$ cat config.mk
export PLATFORM = sky130hd
export DESIGN_NAME = led_flasher_bank
export DESIGN_NICKNAME = d
export VERILOG_FILES = /design/src/rtl/led_flasher_pkg.sv /design/src/rtl/led_flasher_channel.sv /design/src/rtl/led_flasher_bank.sv
export SDC_FILE = /design/constraint.sdc
export NUM_CORES = 1
export LEC_CHECK = 0
export ABC_CLOCK_PERIOD_IN_PS = 2600
export CELL_PAD_IN_SITES_DETAIL_PLACEMENT = 0
export CELL_PAD_IN_SITES_GLOBAL_PLACEMENT = 2
export CORE_ASPECT_RATIO = 1.4
export CORE_UTILIZATION = 25
export DETAILED_ROUTE_END_ITERATION = 12
export PLACE_DENSITY_LB_ADDON = 0.1
export SLEW_MARGIN = 20
export SYNTH_ARGS = -nofsm -noshare
export SYNTH_HDL_FRONTEND = slang
export SYNTH_SLANG_ARGS = --single-unit
$ cat constraint.sdc
create_clock -name clock -period 2.6 [get_ports clock]
set_clock_uncertainty 0.1 [all_clocks]
set_input_delay 0.39 -clock clock [delete_from_list [all_inputs] [get_ports clock]]
set_output_delay 0.39 -clock clock [all_outputs]
set_load 0.005 [all_outputs]
$ cat src/rtl/led_flasher_pkg.sv
// led_flasher_pkg
//   Shared types and constants for the LED flasher bank.
//   led_mode_t     : per-channel operating mode (OFF, ON, BLINK, BURST).
//   LED_MODE_WIDTH : bit width of a mode value on the configuration port.
//   ch_width()     : channel index width, never narrower than one bit.
package led_flasher_pkg;

  localparam int LED_MODE_WIDTH = 2;

  typedef enum logic [LED_MODE_WIDTH-1:0] {
    LED_OFF   = 2'd0,
    LED_ON    = 2'd1,
    LED_BLINK = 2'd2,
    LED_BURST = 2'd3
  } led_mode_t;

  function automatic int ch_width(input int num_channels);
    return (num_channels > 1) ? $clog2(num_channels) : 1;
  endfunction

endpackage

$ cat src/rtl/led_flasher_channel.sv
// led_flasher_channel
//   One LED channel: mode/period/on-time/burst registers, phase counter,
//   burst countdown and the unmasked lit indication.
// Ports:
//   clock       in   block clock
//   reset       in   synchronous, active-low reset
//   wr_en       in   write strobe for this channel (already decoded)
//   wr_mode     in   new mode (led_mode_t encoding)
//   wr_period   in   new period P; one cycle lasts P+1 clocks
//   wr_on_time  in   new lit clocks per cycle
//   wr_burst    in   new burst blink count
//   lit         out  channel wants the LED on (before led_state gating)
//   burst_done  out  one-cycle pulse after the final burst blink
module led_flasher_channel
  import led_flasher_pkg::*;
#(
  parameter int COUNT_WIDTH = 32,
  parameter int BURST_WIDTH = 8
) (
  input  logic                      clock,
  input  logic                      reset,
  input  logic                      wr_en,
  input  logic [LED_MODE_WIDTH-1:0] wr_mode,
  input  logic [COUNT_WIDTH-1:0]    wr_period,
  input  logic [COUNT_WIDTH-1:0]    wr_on_time,
  input  logic [BURST_WIDTH-1:0]    wr_burst,
  output logic                      lit,
  output logic                      burst_done
);

  led_mode_t              mode_q, mode_d;
  logic [COUNT_WIDTH-1:0] period_q, period_d;
  logic [COUNT_WIDTH-1:0] on_time_q, on_time_d;
  logic [COUNT_WIDTH-1:0] count_q, count_d;
  logic [BURST_WIDTH-1:0] remaining_q, remaining_d;
  logic                   done_q, done_d;
  logic                   wrap;
  logic [COUNT_WIDTH-1:0] count_inc;

  assign wrap      = (count_q == period_q);
  assign count_inc = wrap ? '0 : count_q + COUNT_WIDTH'(1);

  always_ff @(posedge clock) begin
    if (!reset) begin
      mode_q      <= LED_OFF;
      period_q    <= '0;
      on_time_q   <= '0;
      count_q     <= '0;
      remaining_q <= '0;
      done_q      <= 1'b0;
    end else begin
      mode_q      <= mode_d;
      period_q    <= period_d;
      on_time_q   <= on_time_d;
      count_q     <= count_d;
      remaining_q <= remaining_d;
      done_q      <= done_d;
    end
  end

  // A write overrides everything else at the same edge, which is what
  // discards a coincident wrap decrement and any pending done pulse.
  always_comb begin
    mode_d      = mode_q;
    period_d    = period_q;
    on_time_d   = on_time_q;
    count_d     = '0;
    remaining_d = remaining_q;
    done_d      = 1'b0;
    if (wr_en) begin
      mode_d      = led_mode_t'(wr_mode);
      period_d    = wr_period;
      on_time_d   = wr_on_time;
      remaining_d = wr_burst;
    end else begin
      case (mode_q)
        LED_BLINK: count_d = count_inc;
        LED_BURST: begin
          // A zero-length burst finishes at the first edge without lighting.
          if (remaining_q == '0) begin
            mode_d = LED_OFF;
            done_d = 1'b1;
          end else begin
            count_d = count_inc;
            if (wrap) begin
              remaining_d = remaining_q - BURST_WIDTH'(1);
              if (remaining_q == BURST_WIDTH'(1)) begin
                mode_d = LED_OFF;
                done_d = 1'b1;
              end
            end
          end
        end
        default: count_d = '0;
      endcase
    end
  end

  // The remaining check keeps a zero-length burst dark in its only cycle.
  always_comb begin
    lit = 1'b0;
    case (mode_q)
      LED_ON:    lit = 1'b1;
      LED_BLINK: lit = (count_q < on_time_q);
      LED_BURST: lit = (remaining_q != '0) && (count_q < on_time_q);
      default:   lit = 1'b0;
    endcase
  end

  assign burst_done = done_q;

endmodule

$ cat src/rtl/led_flasher_bank.sv
// led_flasher_bank
//   Bank of independent LED flasher channels configured through one
//   valid/ready write port. Each LED is gated by its led_state bit.
// Ports:
//   clock        in   block clock
//   reset        in   synchronous, active-low reset
//   cfg_valid    in   configuration write request
//   cfg_ready    out  high whenever out of reset; writes never stall
//   cfg_channel  in   target channel; out-of-range indices are ignored
//   cfg_mode     in   led_mode_t value
//   cfg_period   in   period P (cycle is P+1 clocks)
//   cfg_on_time  in   lit clocks per cycle
//   cfg_burst    in   blink cycles in BURST mode
//   led_state    in   per-channel output enable (combinational gate)
//   led          out  LED drive
//   burst_done   out  per-channel one-cycle burst completion pulse
module led_flasher_bank
  import led_flasher_pkg::*;
#(
  parameter  int NUM_CHANNELS = 4,
  parameter  int COUNT_WIDTH  = 32,
  parameter  int BURST_WIDTH  = 8,
  localparam int CH_WIDTH     = ch_width(NUM_CHANNELS)
) (
  input  logic                      clock,
  input  logic                      reset,
  input  logic                      cfg_valid,
  output logic                      cfg_ready,
  input  logic [CH_WIDTH-1:0]       cfg_channel,
  input  logic [LED_MODE_WIDTH-1:0] cfg_mode,
  input  logic [COUNT_WIDTH-1:0]    cfg_period,
  input  logic [COUNT_WIDTH-1:0]    cfg_on_time,
  input  logic [BURST_WIDTH-1:0]    cfg_burst,
  input  logic [NUM_CHANNELS-1:0]   led_state,
  output logic [NUM_CHANNELS-1:0]   led,
  output logic [NUM_CHANNELS-1:0]   burst_done
);

  logic                    cfg_accept;
  logic [NUM_CHANNELS-1:0] lit;

  assign cfg_ready  = reset;
  assign cfg_accept = cfg_valid & reset;

  // Indices at or above NUM_CHANNELS match no strobe, so such writes vanish.
  for (genvar i = 0; i < NUM_CHANNELS; i++) begin : g_channel
    logic wr_strobe;

    assign wr_strobe = cfg_accept && (cfg_channel == CH_WIDTH'(i));

    led_flasher_channel #(
      .COUNT_WIDTH (COUNT_WIDTH),
      .BURST_WIDTH (BURST_WIDTH)
    ) u_channel (
      .clock      (clock),
      .reset      (reset),
      .wr_en      (wr_strobe),
      .wr_mode    (cfg_mode),
      .wr_period  (cfg_period),
      .wr_on_time (cfg_on_time),
      .wr_burst   (cfg_burst),
      .lit        (lit[i]),
      .burst_done (burst_done[i])
    );
  end

  assign led = lit & led_state;

endmodule

* Word-level counts from Yosys, hierarchy flattened
Cells that the tools add are included.
Cells by class: $add $sub $neg 8, $lt $le $gt $ge 4, eq/ne operators 27, multiplexer cells 64, bitwise operators 7, reductions and logical operators 49
Operators by type and width (count):
- 32-bit 2-to-1 mux | 8
- 32-bit one-hot mux with 2 select lines | 4
- 32-bit by 1-bit adder with 32-bit output, second input constant | 4
- 32-bit equality test | 4
- 32-bit < comparator | 4
- 8-bit 2-to-1 mux | 16
- 2-bit 2-to-1 mux | 20
- 8-bit by 1-bit equality test with 1-bit output, second input constant | 4
- 8-bit zero test | 4
- 8-bit nonzero test | 4
- 8-bit by 1-bit subtractor with 8-bit output, second input constant | 4
- 3-bit AND reduction | 8
- 3-bit nonzero test | 8
- 2-bit equality test, second input constant | 10
- 2-bit nonzero test | 8
- 1-bit 2-to-1 mux | 12
- 1-bit one-hot mux with 3 select lines | 4
- 3-bit OR reduction | 4
- 2-bit by 1-bit equality test with 1-bit output, second input constant | 5
- 1-bit logical AND | 8
- 2-bit by 1-bit != test with 1-bit output, second input constant | 4
- 2-bit OR reduction | 4
- 1-bit NOT | 5
- 4-bit AND | 1
- 2 further kinds | 2
Word-level totals: flip-flop bits (word level) 428, input bits 83, output and inout bits 9, word-level logic and storage cells 183

* Logic depth before layout (Yosys ltp)
Gate-level depths: netlist (run 1).
depth in word-level cells 6, mapped depth 8, depth with buffers taken out 8

* Modules after synthesis
Synthesis (run 1) repeated with hierarchy kept, for this count alone.
Unflattened totals: cell total of the unflattened synthesis 2348, area total of the unflattened synthesis 21439.3 um2
By module, submodules not included:
- led_flasher_channel (g_channel[0].u_channel ...) | times used 3, cells an instance 586, area an instance 5286.3 um2, seq. area each 2142.1 um2
- led_flasher_channel (g_channel[3].u_channel) | times used 1, cells an instance 581, area an instance 5502.8 um2, seq. area each 2142.1 um2
- led_flasher_bank | times used 1, cells an instance 9, area an instance 77.6 um2, seq. area each 0.0 um2

* Worst setup path after synthesis (run 1)
OpenSTA, ideal clock, no wires.
kind flip-flop to output port, start register g_channel[1].u_channel.count_q[18], end output led[1], data arrival time 1.722 ns, required time 2.110 ns, slack 0.388 ns, cell stages (with the launch flop) 8, buffers on the path 0, cell sequence dfxtp_1 ha_1 and3_1 a22o_1 o31a_1 o31ai_1 nand3_1 a21oi_1
Between the ends: longest elaborated chain between the ends 4
Ends and longest elaborated chain:
- start: declaration | line led_flasher_channel.sv:34 | logic [COUNT_WIDTH-1:0] count_q, count_d;
- start signal: assignment | line led_flasher_channel.sv:55 | count_q <= count_d;
- 32-bit < comparator * | line led_flasher_channel.sv:104, led_flasher_channel.sv:105
- 1-bit logical AND | line led_flasher_channel.sv:105 | LED_BURST: lit = (remaining_q != '0) && (count_q < on_time_q);
- 1-bit one-hot mux with 3 select lines * | line led_flasher_channel.sv:102 | case (mode_q)
- 4-bit AND * | line led_flasher_bank.sv:67 | assign led = lit & led_state;
- end: declaration | line led_flasher_bank.sv:35 | output logic [NUM_CHANNELS-1:0] led,
Every way passes the cells marked *; elsewhere a longest branch is shown, timed or not.

* Final worst setup path (run 1)
start register g_channel[2].u_channel.on_time_q[25], end output led[2]
Between the ends: longest elaborated chain between the ends 4
Ends and longest elaborated chain:
- start: declaration | line led_flasher_channel.sv:33 | logic [COUNT_WIDTH-1:0] on_time_q, on_time_d;
- start signal: assignment | line led_flasher_channel.sv:54 | on_time_q <= on_time_d;
- 32-bit < comparator * | line led_flasher_channel.sv:104, led_flasher_channel.sv:105
- 1-bit logical AND | line led_flasher_channel.sv:105
- 1-bit one-hot mux with 3 select lines * | line led_flasher_channel.sv:102
- 4-bit AND * | line led_flasher_bank.sv:67
Marks and branches as above.

==> impl_metrics.tcl, run 1 <==
set metrics [dict create \
    drt_iter0_markers 916 \
    fill_cells 9075 \
    crit_path_max_incr_delay_ns 0.32 \
    cts_tree "yes" \
    initial_core_util 0.252 \
    syn_nets 2880 \
    gp_congestion 0.799 \
    design_area_um2 27600 \
    cp.depth 9 \
    timing.final.crit_share 1.16 \
    area_growth_pct 30.0 \
    synth_area_leaders "dfxtp_1, nand2_1, ha_1" \
    crit_arrival_ns 2.52 \
    worstSetupPathType "reg2out" \
    clkTransAtPathRegs_ns 0.06 \
    crit_path_end_kind "output port" \
    clk_path_buf_depth 3 \
    crit_path_start_kind "flip-flop" \
    maxSlewViolCount 0 \
    total_power_w 0.0157 \
    regArea_um2 8600 \
    clockRootBuffer "clkbuf_16" \
    ys_types 63 \
    multi_input_area_um2 12100 \
    crit_path_end "led[2]" \
    routed_via_density 4.60 \
    dieArea_um2 86200 \
    clk_latency_ns 0.62 \
    required_ns 2.11 \
    cap_violations 0 \
    avgSynthCellArea_um2 7.99 \
    path_delay_family "compound AO/OA/AOI/OAI gates" \
    grt_pass1_vias 19000 \
    ir_drop_uv 470 \
    synth-seq-cells 428 \
    startpoint "g_channel[2].u_channel.on_time_q[25]" \
    fin_nets 3176 \
    layout-drive-gt1-share 0.160 \
    p_per_area_nw_per_um2 567 \
    num_rows 126 \
    placement.cell_area_um2 25400 \
    rsz0062_at_grt "yes" \
    crit_path_cell_trace "inv_1 > ha_4 > a21o_1 > a21o_1 > a21oi_2 > o2111ai_4 > a21oi_2 > a21boi_4 > buf_2" \
    crit_fanout 2 \
    dp_cells 3989 \
    seq_area_frac_synth 0.403 \
    clock-sinks 428 \
    yosysWarnings 0 \
    antenna_cells 0 \
    worst_slew_margin_rel 0.561 \
    p_leak_nw 10.2 \
    ant_nets 0 \
    synth_top_cell_by_area "dfxtp_1" \
    finalSetupViolCount 4 \
    pre_cts_ws_ns -0.776 \
    tightest_slew_ns 0.657 \
    synth_edf_count 0 \
    routed_wl_mm 80.6 \
    overflow 0 \
    ys.flop_type "dfxtp_1" \
    synthCells 2657 \
    vias 18800 \
    cp.buffers_inverters 2 \
    hp-class "reg2reg" \
    hold_slack_ns 0.350 \
    antenna_found_initial 7 \
    r2r-end "g_channel[3].u_channel.remaining_q[5]" \
    slowest_stage "dfxtp_2" \
    status "finished, violations left" \
    grt_usage 0.186 \
    grt_pass1_wl_mm 119 \
    violations "setup timing" \
    fp.dieH_um 347 \
    synth_top_area_frac 0.403 \
    grt_max_degree 84 \
    htree_num_levels 2 \
    portBuffers 91 \
    finalNonFillerCells 4079 \
    first_pass_iters 5 \
    syn_area_um2 21200 \
    r2r_cells 9 \
    dp_hpwl_mm 61.6 \
    yosys-top-cells-count "nand2_1, dfxtp_1, a21oi_1, nor2_1, xnor2_1" \
    io_pins 92 \
    hold_depth 2 \
    wl_per_cell_um 19.7 \
    regToRegStartpoint "g_channel[3].u_channel.count_q[1]" \
    reg2reg_setup_slack_ns 0.11 \
    core_um2 84200 \
    period_minus_slack_ns 3.01 \
    drc 0 \
    synth_most_common_cell "nand2_1" \
    die_w_um 248 \
    async_reset_ff_frac 0 \
    hold_viol 0 \
    timing.fmax_ghz 0.332 \
    cts_buffers 51 \
    setup_slack_ns -0.411 \
]
[metrics by stage]
stage          utilization  setup TNS, ns
2_1_floorplan            -              0
3_3_place_gp         0.302          -2.12
3_5_place_dp         0.302          -2.13
4_1_cts              0.325          -1.93
5_1_grt              0.328          -1.87
6_report             0.328          -1.36
[sequential cells by signal (all words and copies together) (netlist names)]
| name | flops |
|---|---|
| g_channel.u_channel.mode_q | 8 |
| g_channel.u_channel.on_time_q | 128 |
| g_channel.u_channel.remaining_q | 32 |
| g_channel.u_channel.period_q | 128 |
| g_channel.u_channel.burst_done | 4 |
| g_channel.u_channel.count_q | 128 |
[worst min-delay path by stage]
stage	startpoint	endpoint	slack, ns
global route	g_channel[3].u_channel.on_time_q[22]	g_channel[3].u_channel.on_time_q[22]	0.37
global placement	g_channel[3].u_channel.on_time_q[0]	g_channel[3].u_channel.on_time_q[0]	0.34
CTS	g_channel[1].u_channel.on_time_q[16]	g_channel[1].u_channel.on_time_q[16]	0.35
floorplan	g_channel[3].u_channel.on_time_q[0]	g_channel[3].u_channel.on_time_q[0]	0.33
finish	g_channel[1].u_channel.on_time_q[13]	g_channel[1].u_channel.on_time_q[13]	0.35
detailed placement	g_channel[1].u_channel.on_time_q[16]	g_channel[1].u_channel.on_time_q[16]	0.35
[logic make-up (layout without fill, tap and decap cells)]
| logic type | after synthesis | count (layout) | share of synthesized area |
|---|---|---|---|
| compound gates | 450 | 450 | 0.119 |
| mux | 6 | 6 | 0.00295 |
| flops | 428 | 428 | 0.403 |
| simple gates | 1088 | 1088 | 0.231 |
| fa+ha+maj | 140 | 140 | 0.0825 |
| buf+inv | 280 | 614 | 0.0511 |
| xor+xnor | 265 | 265 | 0.110 |
[what timing repair did]
item	4_1_cts	5_1_grt
resized for setup	85	51
pin swaps	27	28
buffers inserted	1	2
hold buffers	0	0
endpoints found under the setup margin	4	5
[per-layer routing]
layer	global-route usage	vias up	share of wire
met5	0	-	0
met4	0.0528	0	0.026
met3	0.0223	96	0.027
met2	0.346	234	0.53
met1	0.219	8980	0.42
li1	-	9471	-
[layout by cell type (no fill, tap or decap), drive strengths merged, types with 4 or more instances in the layout]
cell,Yosys,layout
nor3,33,33
o31ai,4,4
bufinv,0,4
mux2i,4,4
o211ai,6,6
inv,157,160
nor4,25,25
a21oi,306,306
nand2,581,581
clkdlybuf4s50,0,87
and2,12,12
nand3b,5,5
dfxtp,428,428
nand3,65,65
nand2b,6,6
nor2,191,191
xor2,103,103
o21ai,38,38
nand4,89,89
clkbuf,101,79
and4,15,15
a21o,44,44
a2111oi,4,4
ha,140,140
nor2b,12,12
xnor2,162,162
and3,21,21
or4,5,5
buf,22,279
nor3b,5,5
or3,16,16
clkinv,0,4
a211oi,10,10
a31oi,13,13
[tightest hold or removal path: stages, from the launching register on]
cell and delay (ns):
dfxtp_2 0.31, nand2_1 0.05, a21oi_1 0.05
[power breakdown]
part           internal [W]  switching, W
Clock               0.00448       0.00305
Sequential          0.00667     0.0000670
Combinational      0.000539      0.000858
Total                0.0117       0.00398
[final cells by class]
class	count	area share
clock buffer	79	0.0562
clock inverter	12	0.00630
inverter	157	0.0216
multi-input combinational	1949	0.438
sequential	428	0.312
tap	1088	0.0493
timing repair buffer	366	0.117
Note: power is estimated with default switching activity, not from simulation.
==> run 2: changes to the inputs <==
Settings changed: ABC_CLOCK_PERIOD_IN_PS 2600 to 2650, SETUP_SLACK_MARGIN from default to 0.3.
Clock period 2.6 ns to 2.65 ns, I/O delays scaled along.
==> run 2 against run 1 <==
Net effect:
- the run ends with DRC, setup timing left
- clock power is 6.2% lower
- cell count is 0.34% lower
- non-clock buffer count is 5 lower
- via count is 0.65% lower
- largest cell class unchanged
- largest power group unchanged
==> impl_metrics.tcl, run 2 (same netlist as run 1, synthesis figures left out) <==
set metrics [dict create \
    fp.dieH_um 347 \
    antenna_cells 0 \
    antenna_found_initial 9 \
    htree_num_levels 2 \
    setup_slack_ns -0.437 \
    p_per_area_nw_per_um2 542 \
    dp_cells 3972 \
    clkTransAtPathRegs_ns 0.06 \
    crit_path_start_kind "flip-flop" \
    overflow 0 \
    initial_core_util 0.252 \
    hold_viol 0 \
    routed_via_density 4.59 \
    layout_commonest_cell "nand2_1" \
    fin_nets 3171 \
    core_um2 84200 \
    grt_pass1_wl_mm 120 \
    crit_path_end_kind "output port" \
    vias 18700 \
    hold_slack_ns 0.351 \
    status "finished, violations left" \
    holdBufCountCts 0 \
    grt_pass1_vias 18900 \
    worstSetupPathType "reg2out" \
    cap_violations 0 \
    finalSetupViolCount 4 \
    hold_depth 2 \
    layout-drive-gt1-share 0.166 \
    period_minus_slack_ns 3.09 \
    top_regs "g_channel.u_channel.count_q (128), g_channel.u_channel.on_time_q (128), g_channel.u_channel.period_q (128)" \
    pre_cts_ws_ns -0.739 \
    gp_congestion 0.797 \
    clock-sinks 428 \
    p_leak_nw 10.2 \
    grt_usage 0.187 \
    dieArea_um2 86200 \
    area_growth_pct 30.9 \
    portBuffers 91 \
    tightest_slew_ns 0.707 \
    grt_max_degree 81 \
    dp_hpwl_mm 61.3 \
    wl_per_cell_um 19.8 \
    placement.cell_area_um2 25200 \
    clockRootBuffer "clkbuf_16" \
    utilization 0.330 \
    rsz0062_at_grt "yes" \
    crit_fanout 2 \
    hp-class "reg2reg" \
    clk_path_buf_depth 3 \
    routed_wl_mm 80.6 \
    cts_buffers 51 \
    maxSlewViolCount 0 \
    layout_common_cells "nand2_1, dfxtp_1, a21oi_1" \
    cts_tree "yes" \
    drc 1 \
    clk_latency_ns 0.62 \
    crit_arrival_ns 2.59 \
    timing.final.crit_share 1.16 \
    io_pins 92 \
    design_area_um2 27800 \
    die_w_um 248 \
    violations "DRC, setup timing" \
    r2r_cells 9 \
    num_rows 126 \
    finalNonFillerCells 4065 \
    required_ns 2.15 \
    first_pass_iters 9 \
    timing.fmax_ghz 0.324 \
    ir_drop_uv 465 \
    ant_nets 0 \
    drt_iter0_markers 940 \
    worst_slew_margin_rel 0.527 \
]
-- run 2: changes by cell type in the layout (fill, tap and decap cells not counted), moves of 5 or more --
cell / previous run / this run
xnor2_1: 159 / 136
buf_4: 253 / 234
xnor2_2: 3 / 20
buf_6: 1 / 15
clkbuf_8: 17 / 5
xnor2_4: 0 / 6
xor2_1: 103 / 97
xor2_2: 0 / 5
-- run 2: what timing repair did --
action                                  CTS  global route
gates cloned                              0             1
buffers inserted                          6             4
gates resized for setup                 122            68
pin swaps                                39            41
endpoints found under the setup margin  146            75
-- run 2: layer usage --
layer,routed length (um),GRT usage,share of wire
met2,41400,0.335,0.51
met3,2540,0.0242,0.032
met4,2620,0.0620,0.033
met5,8,0,0.000099
met1,34100,0.227,0.42
-- run 2: worst paths after layout --
kind                                                            from                                    end  slack (ns)
worst max register to register     g_channel[3].u_channel.count_q[4]  g_channel[3].u_channel.remaining_q[3]        0.32
worst min-delay path            g_channel[2].u_channel.on_time_q[25]   g_channel[2].u_channel.on_time_q[25]        0.35
worst min register to register  g_channel[2].u_channel.on_time_q[25]   g_channel[2].u_channel.on_time_q[25]        0.35
worst max-delay path            g_channel[2].u_channel.on_time_q[17]                                 led[2]       -0.44
-- run 2: final cells by class --
| type | count | area [um^2] |
|---|---|---|
| clock inverter | 11 | 170 |
| fill | 8978 | 56400 |
| multi-input combinational | 1949 | 12400 |
| sequential | 428 | 8610 |
| tap | 1088 | 1360 |
| clock buffer | 71 | 1420 |
| inverter | 157 | 597 |
| timing repair buffer | 361 | 3260 |
-- run 2: power breakdown --
part	internal, W	switching [W]	total, W
clock	0.00409	0.00297	0.00706
sequential	0.00654	0.0000691	0.00661
combinational	0.000563	0.000844	0.00141
total	0.0112	0.00389	0.0151
-- run 2: critical path, cell delays in order (launching register included) --
cell and delay (ns):
dfxtp_2 0.33, inv_2 0.04, ha_4 0.20, a21o_1 0.15
a21o_1 0.18, a21o_1 0.21, a211oi_4 0.27, buf_4 0.17
a2111oi_4 0.06, a21boi_2 0.13, buf_4 0.14, buf_6 0.09
-- run 2: stage by stage --
stage               TNS (ns)  power [W]
detailed placement     -1.88    0.00807
floorplan                  0    0.00729
finish                 -1.35     0.0151
global route           -1.91     0.0157
CTS                    -1.89     0.0153
global placement       -1.92    0.00806
